==> config.mk <==
export PLATFORM = sky130hd
export DESIGN_NAME = wb_arbiter
export DESIGN_NICKNAME = d
export VERILOG_FILES = /design/src/rtl/wb_arbiter.sv
export SDC_FILE = /design/constraint.sdc
export NUM_CORES = 1
export LEC_CHECK = 0
export ABC_AREA = 1
export CAP_MARGIN = 20
export CORE_AREA = 2 2 124 126
export CTS_CLUSTER_DIAMETER = 80
export CTS_CLUSTER_SIZE = 10
export DETAILED_ROUTE_END_ITERATION = 8
export DIE_AREA = 0 0 126 128
export GPL_TIMING_DRIVEN = 0
export SLEW_MARGIN = 20
export SYNTH_ARGS = -nofsm -noshare
export SYNTH_HDL_FRONTEND = slang
export SYNTH_SLANG_ARGS = --single-unit
==> constraint.sdc <==
create_clock -name clk -period 1.98 [get_ports clk]
set_input_delay 0.396 -clock clk [delete_from_list [all_inputs] [get_ports clk]]
set_output_delay 0.396 -clock clk [all_outputs]
set_load 0.1 [all_outputs]
==> src/rtl/wb_arbiter.sv <==
// Two-requester Wishbone classic arbiter. m0 is instruction fetch and m1 is the load-store unit.
// Arbitration is round-robin, and the grant is held for the whole bus cycle.
// A watchdog turns a strobe that is never acknowledged into an error, so the core cannot hang.
module wb_arbiter #(
  parameter int unsigned TIMEOUT = 16,  // 0 disables the watchdog
  parameter int unsigned CNT_W   = 8
) (
  input  logic        clk,
  input  logic        rstn_i,
  // requester 0 (fetch)
  input  logic        m0_cyc_i,
  input  logic        m0_stb_i,
  input  logic        m0_we_i,
  input  logic [3:0]  m0_sel_i,
  input  logic [31:0] m0_adr_i,
  input  logic [31:0] m0_dat_i,
  output logic [31:0] m0_dat_o,
  output logic        m0_ack_o,
  output logic        m0_err_o,
  // requester 1 (load-store)
  input  logic        m1_cyc_i,
  input  logic        m1_stb_i,
  input  logic        m1_we_i,
  input  logic [3:0]  m1_sel_i,
  input  logic [31:0] m1_adr_i,
  input  logic [31:0] m1_dat_i,
  output logic [31:0] m1_dat_o,
  output logic        m1_ack_o,
  output logic        m1_err_o,
  // shared bus
  output logic        s_cyc_o,
  output logic        s_stb_o,
  output logic        s_we_o,
  output logic [3:0]  s_sel_o,
  output logic [31:0] s_adr_o,
  output logic [31:0] s_dat_o,
  input  logic [31:0] s_dat_i,
  input  logic        s_ack_i,
  input  logic        s_err_i
);

  localparam logic [1:0] StIdle  = 2'd0;
  localparam logic [1:0] StBusy  = 2'd1;
  localparam logic [1:0] StAbort = 2'd2;

  localparam bit              WdogEn   = (TIMEOUT != 0);
  localparam logic [CNT_W-1:0] WdogLast = CNT_W'(TIMEOUT - 1);

  logic [1:0]       state_q, state_d;
  logic             owner_q, owner_d;
  logic             last_q, last_d;
  logic [CNT_W-1:0] wdog_q, wdog_d;
  logic             abort_new_q, abort_new_d;  // high only in the first ABORT cycle

  logic        own_cyc, own_stb, own_we;
  logic [3:0]  own_sel;
  logic [31:0] own_adr, own_dat;
  logic        slave_resp;

  // Select the current owner's request signals.
  always_comb begin
    own_cyc = owner_q ? m1_cyc_i : m0_cyc_i;
    own_stb = owner_q ? m1_stb_i : m0_stb_i;
    own_we  = owner_q ? m1_we_i  : m0_we_i;
    own_sel = owner_q ? m1_sel_i : m0_sel_i;
    own_adr = owner_q ? m1_adr_i : m0_adr_i;
    own_dat = owner_q ? m1_dat_i : m0_dat_i;
  end

  assign slave_resp = s_ack_i | s_err_i;

  // Arbitration, grant hold and watchdog next-state logic.
  always_comb begin
    state_d     = state_q;
    owner_d     = owner_q;
    last_d      = last_q;
    wdog_d      = '0;
    abort_new_d = 1'b0;
    unique case (state_q)
      StIdle: begin
        if (m0_cyc_i && m1_cyc_i) begin
          owner_d = ~last_q;
          state_d = StBusy;
        end else if (m0_cyc_i) begin
          owner_d = 1'b0;
          state_d = StBusy;
        end else if (m1_cyc_i) begin
          owner_d = 1'b1;
          state_d = StBusy;
        end
      end
      StBusy: begin
        if (!own_cyc) begin
          state_d = StIdle;
          last_d  = owner_q;
        end else if (own_stb && !slave_resp) begin
          if (WdogEn && (wdog_q == WdogLast)) begin
            state_d     = StAbort;
            abort_new_d = 1'b1;
          end else begin
            wdog_d = wdog_q + 1'b1;
          end
        end
      end
      StAbort: begin
        if (!own_cyc) begin
          state_d = StIdle;
          last_d  = owner_q;
        end
      end
      default: state_d = StIdle;
    endcase
  end

  // State registers; reset returns to IDLE with m0 winning the first tie.
  always_ff @(posedge clk or negedge rstn_i) begin
    if (!rstn_i) begin
      state_q     <= StIdle;
      owner_q     <= 1'b0;
      last_q      <= 1'b1;
      wdog_q      <= '0;
      abort_new_q <= 1'b0;
    end else begin
      state_q     <= state_d;
      owner_q     <= owner_d;
      last_q      <= last_d;
      wdog_q      <= wdog_d;
      abort_new_q <= abort_new_d;
    end
  end

  // Bus and response routing; everything is zero outside BUSY except the abort error pulse.
  always_comb begin
    s_cyc_o  = 1'b0;
    s_stb_o  = 1'b0;
    s_we_o   = 1'b0;
    s_sel_o  = '0;
    s_adr_o  = '0;
    s_dat_o  = '0;
    m0_ack_o = 1'b0;
    m0_err_o = 1'b0;
    m1_ack_o = 1'b0;
    m1_err_o = 1'b0;
    if (state_q == StBusy) begin
      s_cyc_o  = own_cyc;
      s_stb_o  = own_stb;
      s_we_o   = own_we;
      s_sel_o  = own_sel;
      s_adr_o  = own_adr;
      s_dat_o  = own_dat;
      m0_ack_o = ~owner_q & s_ack_i;
      m0_err_o = ~owner_q & s_err_i;
      m1_ack_o = owner_q & s_ack_i;
      m1_err_o = owner_q & s_err_i;
    end else if (state_q == StAbort && abort_new_q) begin
      m0_err_o = ~owner_q;
      m1_err_o = owner_q;
    end
  end

  assign m0_dat_o = s_dat_i;
  assign m1_dat_o = s_dat_i;

endmodule

==> reports/results.ini <==
[status]
status = complete, but fails checks
violations = setup timing

[global_route]
grt_max_degree = 14
antenna_found_initial = 0
gr-total-overflow = 0
grt_usage_pct = 16.1
grt_pass1_vias = 3784
grt_pass1_wl_um = 20900

[synthesis]
ys_seq_area_share_pct = 14.5
postSynthCellCount = 404
synth_top_family_by_area = simple AND/OR/NAND/NOR gates
netlist.area_leader.share_pct = 27.6
synth_nets = 587
synth_area_leader_cell = nand2_1
synthMuxAreaShare_pct = 0
netlist_area_mm2 = 0.00226
yosysWarnings = 0
ys_seq_elements = 13
synth_xor_area_share_pct = 1.16
synth_area_leaders = nand2_1 28%, buf_4 21%, a21oi_1 16%
synth_compound_area_share_pct = 17.1
synth_cell_types = 25
synthSimpleGateAreaFrac_pct = 35.6
avgSynthCellArea_um2 = 5.59
synthAdderAreaFrac_pct = 2.77

[sta]
drv_slew = 0
maxSlewHeadroom_pct = 34.5
layout_setup_ws_ns = -0.0391
rsz0062_at_grt = yes
clock-skew-final_ns = 0.000902
final_hold_viol_count = 0
worst_pin_slew_ns = 0.987
setup_violations = 36
tns_ns = -0.444
period_needed_ns = 2.02
period_share_pct = 102
timing.fmax_mhz = 495

[floorplan]
rows = 45
die_h_um = 128
coreArea_mm2 = 0.0149
initial_core_util_pct = 15.2
io_pins = 317
die-area_mm2 = 0.0161
dieWidth_um = 126

[min_path]
min-delay-start = wdog_q[0]
min_to = wdog_q[0]
hp-class = register to register
min_path_cells = 1

[clock_tree]
root_buffer = clkbuf_16
clk_latency_ns = 0.24
cts_max_path_buffers = 2
clkTransAtPathRegs_ns = 0.04
cts_tree = yes
hold_buffers = 0
numCtsBuffers = 3
htreeDepth = 1
cts_sinks = 13

[worst_setup_path]
cp_data_required_time_ns = 1.58
crit_top_cell = buf_12
reg2regPathDepth = 10
worst_path_largest_cell_delay_ns = 0.39
r2r-end = state_q[1]
critical-path-top-delay-family = buffers and inverters
path_cells = inv_2 > ha_4 > inv_8 > buf_12 > clkbuf_16 > a21oi_4 > buf_12
rr_startpoint = state_q[1]
cp.arrival_ns = 1.62
path_buf_inv = 5
crit_path_max_fanout = 5
start_kind = register
r2r_setup_slack_ns = 0.42
crit_path_top_delay_cell = dfrtp_1
cp-end-kind = output pin
critical_path_class = register to output pin

[final_layout]
drive_gt1_share_pct = 38.4
nets = 887
syn2layout_area_growth_pct = 225
final_area_mm2 = 0.00734
diodes = 0

[pwr]
p_leak_nw = 3.08
ir_drop_v = 0.000729
powerDensity_mw_per_mm2 = 1850
finalPower_mw = 13.6

[run]
max-cap-violations = 0

[placement]
place_area_mm2 = 0.00618
post-place-ws_ns = -1.20
finalWeightedCongestion = 0.810
numPortBuffers = 284
hpwlAfterDp_um = 11000

[drt]
dr.first_iter.drc_count = 116
routed_wl_um = 14100
viasPerCell = 4.14
routedWlPerCell_um = 15.9
drc = 0
drtPass1Iterations = 4
vias = 3692
ant_nets = 0

cells in the final DEF, fill, tap and decap left out, types with 2 or more instances in the layout:
cell type / Yosys / final
nor2_4: 1 / 3
buf_12: 0 / 76
inv_1: 13 / 11
buf_4: 64 / 73
a21oi_1: 71 / 2
clkbuf_8: 0 / 3
nor3_4: 0 / 2
buf_16: 0 / 2
inv_2: 4 / 5
nand3_1: 5 / 5
nor2_2: 2 / 3
o21ai_0: 3 / 2
a21oi_2: 0 / 4
xor2_1: 3 / 3
ha_1: 5 / 3
buf_6: 1 / 6
nand2_1: 166 / 164
dfrtp_1: 12 / 12
a21oi_4: 0 / 65
dlygate4sd2_1: 0 / 64
nor2_1: 20 / 17
clkbuf_16: 0 / 11
clkdlybuf4s50_1: 0 / 145
nand4_1: 2 / 2
buf_8: 0 / 5
nand2_2: 1 / 3
layer usage:
metal  vias to the layer above  wire, um  global-route usage [%]  part of all wire [%]
li1                       1809         -                       -                     -
met1                      1720      5460                    19.1                    39
met2                       150      7720                    31.3                    55
met3                        13       810                    2.42                   5.7
met4                         0       142                    2.20                   1.0
met5                         -         0                       0                     0
how the worst max path moves through the flow:
stage / start / end / cells after the start
after CTS: state_q[1] / s_dat_o[16] / 7
after global routing: state_q[1] / s_adr_o[22] / 6
after floorplan: owner_q / s_adr_o[16] / 5
after detailed placement: owner_q / s_dat_o[22] / 6
after global placement: owner_q / s_dat_o[22] / 6
final: state_q[1] / s_dat_o[16] / 7
synthesized netlist by cell type, drive strengths merged:
cell type / n
nand3: 6
buf: 76
nand4: 2
a31o: 1
a31oi: 1
xor2: 3
nor2: 23
o21ai: 3
dfrtp: 12
inv: 17
nor3b: 1
nand2: 167
dfstp: 1
a21oi: 71
nor3: 3
ha: 5
clkbuf: 12
report_power, final:
group	internal (mW)	switching (mW)
clock network	0.272	0.111
registers	0.308	0.0312
logic	4.55	8.31
total	5.13	8.46
layout make-up:
cell class | count | area, um^2
Fill cell | 1388 | 7530
Timing Repair Buffer | 295 | 3690
Multi-Input combinational cell | 286 | 2100
Buffer | 88 | 842
Sequential cell | 13 | 327
Tap cell | 188 | 235
Clock buffer | 4 | 78.8
Inverter | 17 | 71.3
per-stage QoR:
stage                     instances  util, %  hold WS, ns
after CTS                       889     48.1        0.462
after floorplan                 404        -        0.100
final                           891     49.4        0.460
after global placement          876     41.6        0.448
after detailed placement        876     41.6        0.456
after global routing            891     49.4        0.478
repair_timing:
item	4_1_cts	5_1_grt
setup endpoints to repair	139	75
setup buffers	2	2
resized for setup	762	41
pin swaps	1	2
gates cloned	7	0
worst reg2reg max path, cell delays in order (launching register included):
cell and delay, ns:
dfrtp_1 0.37, inv_2 0.07, buf_4 0.12, buf_4 0.13, ha_1 0.20, inv_1 0.06
nor2_1 0.04, a21oi_1 0.21, nand3_1 0.13, nand2_1 0.07, nand2_1 0.05
kinds of logic after synthesis:
family | count (synthesis)
simple gates | 202
buf+inv | 105
compound gates | 76
flops | 13
fa+ha+maj | 5
xor+xnor | 3
state kept, by name (all words and copies together) (netlist names):
signal and cells:
owner_q 1, abort_new_q 1, state_q 2, last_q 1
wdog_q 8
Note: power is estimated with default switching activity, not from simulation.
